==> config.mk <==
export PLATFORM = sky130hd
export DESIGN_NAME = instr_controller
export DESIGN_NICKNAME = d
export VERILOG_FILES = /design/src/rtl/instr_controller.sv
export SDC_FILE = /design/constraint.sdc
export NUM_CORES = 1
export LEC_CHECK = 0
export ABC_AREA = 0
export ABC_CLOCK_PERIOD_IN_PS = 1570
export BUFFER_PORTS_ARGS = -buffer_cell sky130_fd_sc_hd__buf_2
export CAP_MARGIN = 20
export CORE_MARGIN = 2
export CORE_UTILIZATION = 46
export DETAILED_ROUTE_END_ITERATION = 16
export PLACE_DENSITY = 0.79
export SLEW_MARGIN = 20
export SYNTH_ARGS = -nofsm -noshare
export SYNTH_HDL_FRONTEND = slang
export SYNTH_SLANG_ARGS = --single-unit
==> constraint.sdc <==
create_clock -name clk -period 1.57 [get_ports clk]
set_input_delay 0.0785 -clock clk [delete_from_list [all_inputs] [get_ports clk]]
set_output_delay 0.0785 -clock clk [all_outputs]
set_load 0.02 [all_outputs]
==> src/rtl/instr_controller.sv <==
// Instruction controller: latches a 16-bit instruction and sequences the
// register-file and shift/ALU datapath controls for it, one instruction at a time.
module instr_controller (
  input  logic        clk,
  input  logic        rst_n,
  input  logic [15:0] instr_in,
  input  logic        load,
  input  logic        s,
  output logic        w,
  output logic        err,
  output logic [2:0]  readnumA,
  output logic [2:0]  readnumB,
  output logic [2:0]  writenum,
  output logic        write,
  output logic        loada,
  output logic        loadb,
  output logic        loadc,
  output logic        loads,
  output logic        asel,
  output logic        bsel,
  output logic        vsel,
  output logic [1:0]  shift,
  output logic [1:0]  ALUop,
  output logic [15:0] sximm8
);

  typedef enum logic [2:0] {
    S_WAIT      = 3'd0,
    S_DECODE    = 3'd1,
    S_GET_A     = 3'd2,
    S_GET_B     = 3'd3,
    S_EXEC      = 3'd4,
    S_WRITE_REG = 3'd5,
    S_WRITE_IMM = 3'd6
  } state_e;

  state_e      state_q, state_d;
  logic [15:0] ir_q, ir_d;
  logic        err_q, err_d;

  logic [2:0] opcode;
  logic [1:0] op;
  logic [2:0] rn;
  logic [2:0] rd;
  logic [1:0] sh;
  logic [2:0] rm;

  logic isMovImm;
  logic isMovReg;
  logic isAlu;
  logic isCmp;
  logic isMvn;

  assign opcode = ir_q[15:13];
  assign op     = ir_q[12:11];
  assign rn     = ir_q[10:8];
  assign rd     = ir_q[7:5];
  assign sh     = ir_q[4:3];
  assign rm     = ir_q[2:0];

  assign isMovImm = (opcode == 3'b110) && (op == 2'b10);
  assign isMovReg = (opcode == 3'b110) && (op == 2'b00);
  assign isAlu    = (opcode == 3'b101);
  assign isCmp    = isAlu && (op == 2'b01);
  assign isMvn    = isAlu && (op == 2'b11);

  always_ff @(posedge clk or negedge rst_n) begin
    if (!rst_n) begin
      state_q <= S_WAIT;
      ir_q    <= 16'h0000;
      err_q   <= 1'b0;
    end else begin
      state_q <= state_d;
      ir_q    <= ir_d;
      err_q   <= err_d;
    end
  end

  // IR only updates in WAIT, so decode always sees the word present when s was accepted.
  always_comb begin
    state_d = state_q;
    ir_d    = ir_q;
    err_d   = err_q;
    case (state_q)
      S_WAIT: begin
        if (load) ir_d = instr_in;
        if (s) begin
          state_d = S_DECODE;
          err_d   = 1'b0;
        end
      end
      S_DECODE: begin
        if (isMovImm)               state_d = S_WRITE_IMM;
        else if (isMovReg || isMvn) state_d = S_GET_B;
        else if (isAlu)             state_d = S_GET_A;
        else begin
          state_d = S_WAIT;
          err_d   = 1'b1;
        end
      end
      S_GET_A:     state_d = S_GET_B;
      S_GET_B:     state_d = S_EXEC;
      S_EXEC:      state_d = isCmp ? S_WAIT : S_WRITE_REG;
      S_WRITE_REG: state_d = S_WAIT;
      S_WRITE_IMM: state_d = S_WAIT;
      default:     state_d = S_WAIT;
    endcase
  end

  assign err      = err_q;
  assign readnumA = rn;
  assign readnumB = rm;
  assign sximm8   = {{8{ir_q[7]}}, ir_q[7:0]};
  assign bsel     = 1'b0;

  // Moore outputs: decoded from state and IR only, so reset forces them at once.
  always_comb begin
    w        = 1'b0;
    write    = 1'b0;
    loada    = 1'b0;
    loadb    = 1'b0;
    loadc    = 1'b0;
    loads    = 1'b0;
    asel     = 1'b0;
    vsel     = 1'b0;
    shift    = 2'b00;
    ALUop    = 2'b00;
    writenum = rd;
    case (state_q)
      S_WAIT:  w = 1'b1;
      S_GET_A: loada = 1'b1;
      S_GET_B: loadb = 1'b1;
      S_EXEC: begin
        shift = sh;
        asel  = isMovReg || isMvn;
        ALUop = isMovReg ? 2'b00 : op;
        loads = isCmp;
        loadc = !isCmp;
      end
      S_WRITE_REG: write = 1'b1;
      S_WRITE_IMM: begin
        write    = 1'b1;
        vsel     = 1'b1;
        writenum = rn;
      end
      default: ;
    endcase
  end

endmodule
==> flow_summary.ini, run 1 <==
[critical_path]
arrival_ps = 1580
critical_path_class = flop to primary output
cp_max_fo = 4
regToRegStartpoint = state_q[0]
cp-start-kind = flop
cp.required_ps = 1490
end_kind = primary output
critPathLaunch = state_q[0]

[placed_design]
place_inst = 171
post-dp-hpwl_mm = 1.77
gp_congestion = 0.768
placed_cell_area_mm2 = 0.00136
portBuffers = 57

[routing]
vias_per_cell = 4.93
wirelength_mm = 2.79
drc_errors = 0
drt_iter0_drc = 22
vias = 981
firstDrtPassIters = 3
post_drt_wl_per_cell_um = 14.0
ant_nets = 0

[pwr]
p_leak_nw = 0.890
p_sw_w = 0.00147
combPwrFrac_pct = 60.9
swShare_pct = 42.8
power.total_w = 0.00342
intPower_w = 0.00196
p_clk_share_pct = 8.8
seqPwrFrac_pct = 30.3
ir_worst_vdd_mv = 1.36
powerDensity_mw_per_mm2 = 1960

[timing]
fmaxAchievable_mhz = 602
report.final.slew_viol_count = 0
post-route-period-util_pct = 106
rsz0062_at_grt = true
finalCriticalPeriod_ps = 1660
skew_ps = 4.16
fin_ws_ps = -92.2
setup_viol = 3
hold_violations = 0

[yosys]
async_reset_ff_share_pct = 100
synth_edf_count = 0
netlist_instances = 108
syn_avg_cell_area_um2 = 11.5
syn-cell-area_mm2 = 0.00124
ys_seq_elements = 20
synth_cell_type_count = 29
ys_seq_area_share_pct = 40.3
syn_nets = 128
yosys_warnings = 0
synthFlopType = dfrtp_1

[grt]
grt_pass1_vias = 866
antenna_found_initial = 0
grt_pass1_wl_mm = 4.08
globalRouteTotalUtil_pct = 16.4
grt_max_degree = 21
grt_overflow_total = 0

[run_status]
violations = negative setup slack
outcome = finished, violations left

[job]
cap_violations = 0

[final_layout]
final_cell_mix = buf_2, dfrtp_1, mux2_4, dlygate4sd3_1
multi_input_area_um2 = 553
final_common_cell = buf_2
diodes = 0
seqCellArea_um2 = 503
final_cells = 199
fin_area_mm2 = 0.00175
n_fill_cell = 186
drive_above_1_share_pct = 63.9
nets = 190
areaGrowthSynthToFinish_pct = 40.9

[clock_tree]
clockBufferDepth = 2
clk_pin_slew_ps = 110
cts-root-buf = clkbuf_4
htreeDepth = 1
clk_latency_ps = 300
cts_tree = yes
clkSinkCount = 20
numCtsBuffers = 3

[die]
core-area_mm2 = 0.00252
die_w_um = 55.9
io_pins = 59
rows = 18
die_y_um = 55.9
start_util_pct = 49.2
dieArea_mm2 = 0.00313

[min_path]
min_from = instr_in[9]
min_path_type = input port to flop
## final cells by class
class	count	area share [%]
Timing Repair Buffer	85	34.8
Multi-Input combinational cell	57	31.6
Sequential cell	20	28.8
Tap cell	30	2.15
Clock buffer	4	2.07
Inverter	3	0.644
## registers in the layout, indices dropped and copies added, names as in the netlist
name,count
ir_q,16
state_q,3
err,1
## through the flow
step | util [%] | worst slack (ps) | hold WS [ps] | setup TNS (ps)
after floorplan | - | -57.6 | -217 | -576
after global placement | 53.8 | 191 | 37.1 | 0
after detailed placement | 53.8 | 135 | 50.7 | 0
after CTS | 60.8 | -132 | 0.118 | -430
after global routing | 69.3 | -155 | 7.34 | -893
final | 69.3 | -92.2 | 10.6 | -271
## synthesized netlist by cell type, drive strengths merged, types with 2 or more instances
cell type / instances / area, um2
nor2: 7 / 26.3
mux2: 19 / 251
nor3b: 2 / 15.0
dfrtp: 20 / 500
or2b: 2 / 15.0
inv: 3 / 11.3
o21ai: 5 / 25.0
buf: 28 / 238
nor3: 2 / 21.3
a21boi: 2 / 15.0
nand2: 2 / 7.51
and2: 5 / 33.8
## metal layers
metal	track usage [%]	vias up	part of all wire (%)
met5	0	-	0
met4	5.10	0	1.0
met3	2.79	3	6.0
met2	30.4	40	54
met1	19.1	476	39
li1	-	462	-
## logic make-up (layout without fill, tap and decap cells)
family	Yosys count	in the layout	share of synthesized area, %
compound gates	11	11	5.65
other cells	1	1	0.302
flops	20	20	40.3
buf+inv	31	92	20.1
simple gates	26	26	13.4
mux	19	19	20.3
## final timing paths
kind | to | slack (ps) | depth (start not counted)
max in group asynchronous | ir_q[13] | 1020 | 2
hold / removal | ir_q[9] | 10 | 2
setup reg to reg | ir_q[7] | 50 | 6
min in group asynchronous | ir_q[11] | 220 | 2
hold reg to reg | ir_q[1] | 540 | 1
setup / recovery | writenum[1] | -90 | 4
## critical path, stage by stage (launching register included)
cell,delay (ps)
dfrtp_1,410
buf_6,130
nand3b_1,260
mux2_2,320
buf_2,160
## power groups by stage
stage          Clock [W]  Combinational (W)  Sequential [W]
4_1_cts         0.000314            0.00179         0.00101
2_1_floorplan          0            0.00171        0.000970
6_report        0.000301            0.00208         0.00104
3_3_place_gp           0            0.00168         0.00100
3_5_place_dp           0            0.00172         0.00102
5_1_grt         0.000334            0.00220         0.00108
## what timing repair did
action,in CTS,in global routing
endpoints found under the hold margin,30,2
setup endpoints to repair,9,18
setup buffers,3,8
pin swaps,2,6
resized for setup,2,36
hold buffers,11,2
(Power assumes the default switching activity.)
==> run 2: changes to the inputs <==
RECOVER_POWER = 100   (was default)
==> run 2 against run 1 <==
  * The flow still finishes with violations (negative setup slack)
  * Largest power group unchanged
  * First-iteration DRC count did not move
  * Total power down 2.1%
  * Die area is the same
  * Cell area down 1.6%
  * Largest cell class unchanged
  * Worst setup slack improved by 1.0 ps
==> flow_summary.ini, run 2 (same netlist as run 1, synthesis figures left out) <==
[critical_path]
slowest_stage = dfrtp_1
worstPathCellList = buf_6 -> nand3b_1 -> mux2_2 -> buf_2
critPathBufInv = 2
cp.required_ps = 1490
cp_max_fo = 4
cp-start-kind = flop
critical_path_class = flop to primary output
slowest_delay_ps = 410
path_delay_family = flip-flops
end_kind = primary output
arrival_ps = 1580

[routing]
ant_nets = 0
drt_iter0_drc = 22
firstDrtPassIters = 3
post_drt_wl_per_cell_um = 14.0
drc_errors = 0
vias_per_cell = 4.89
vias = 974
wirelength_mm = 2.79

[clock_tree]
cts_tree = yes
clkSinkCount = 20
clk_pin_slew_ps = 110
clk_latency_ps = 310
htreeDepth = 1
cts-root-buf = clkbuf_4
clockBufferDepth = 2
numCtsBuffers = 3

[die]
dieArea_mm2 = 0.00313
start_util_pct = 49.2
core-area_mm2 = 0.00252
die_w_um = 55.9
rows = 18
io_pins = 59
die_y_um = 55.9

[final_layout]
largest_reg_flops = 16
nets = 190
diodes = 0
final_cells = 199
final_common_cell = buf_2
final_cell_mix = buf_2, clkbuf_1, dfrtp_1, mux2_4, dlygate4sd3_1
areaGrowthSynthToFinish_pct = 38.6
drive_above_1_share_pct = 50.3
largest-register = ir_q

[timing]
rsz0062_at_grt = true
hold_violations = 0
timing.hold.ws_ps = 10.3
worst_pin_slew_ps = 1020
fin_ws_ps = -91.2
slew_headroom_pct = 31.8
skew_ps = 4.24
finalSetupTns_ps = -268
fmaxAchievable_mhz = 602
setup_viol = 3
post-route-period-util_pct = 106
report.final.slew_viol_count = 0
finalCriticalPeriod_ps = 1660

[placed_design]
portBuffers = 57
post-dp-hpwl_mm = 1.77
place_inst = 171
gp_congestion = 0.768

[grt]
grt_pass1_vias = 866
grt_overflow_total = 0
grt_pass1_wl_mm = 4.08
grt_max_degree = 21
antenna_found_initial = 0
globalRouteTotalUtil_pct = 16.4

[run_status]
violations = negative setup slack
outcome = finished, violations left

[pwr]
power.total_w = 0.00335
ir_worst_vdd_mv = 1.27
powerDensity_mw_per_mm2 = 1950
p_leak_nw = 0.826

[min_path]
min_path_type = input port to flop

[job]
cap_violations = 0
## run 2: what timing repair did
action / in CTS / in global routing
hold buffers: 11 / 2
setup endpoints to repair: 9 / 18
gates cloned: 0 / 0
setup buffers: 3 / 8
gates resized for setup: 2 / 36
pin swaps: 2 / 6
hold endpoints to repair: 30 / 2
## run 2: layout make-up
| type | count | area, um2 |
|---|---|---|
| Fill cell | 199 | 802 |
| Sequential cell | 20 | 503 |
| Timing Repair Buffer | 85 | 579 |
| Tap cell | 30 | 37.5 |
| Multi-Input combinational cell | 57 | 553 |
| Clock buffer | 4 | 36.3 |
| Inverter | 3 | 11.3 |
## run 2: worst paths after layout
kind                            cells past startpoint        start  slack [ps]     endpoint
worst max register to register                      6   state_q[0]          50      ir_q[7]
min in group asynchronous                           2        rst_n         450     ir_q[11]
worst min register to register                      1      ir_q[6]         550      ir_q[6]
worst max-delay path                                4   state_q[0]         -90  writenum[1]
worst min-delay path                                2  instr_in[9]          10      ir_q[9]
max in group asynchronous                           2        rst_n         440     ir_q[13]
## run 2: where the power goes
group          switching (W)  leakage, nW  internal [W]  total [W]
clock network       0.000161       0.0210      0.000142   0.000302
logic                0.00104        0.569      0.000967    0.00200
registers           0.000275        0.236      0.000768    0.00104
## run 2: layer usage
metal	vias up	wire (um)	share of wire [%]	GRT usage, %
met5	-	0	0	0
met3	3	178	6.4	2.79
met4	0	29	1.0	5.10
li1	462	-	-	-
met1	469	1070	38	19.1
met2	40	1510	54	30.4
## run 2: stage by stage
step / util [%] / worst slack [ps] / instance area, um2
after global routing: 68.2 / -155 / 1720
after detailed placement: 53.8 / 135 / 1360
after floorplan: - / -57.6 / 1240
after global placement: 53.8 / 191 / 1360
after CTS: 60.8 / -132 / 1530
final: 68.2 / -91.2 / 1720
## run 2: worst reg2reg max path: cells and delay by family (launching register included)
| kind | cells | cell delay (ps) |
|---|---|---|
| buffers and inverters | 3 | 400 |
| flip-flops | 1 | 410 |
| multiplexers | 1 | 300 |
| AND/OR/NAND/NOR | 2 | 300 |
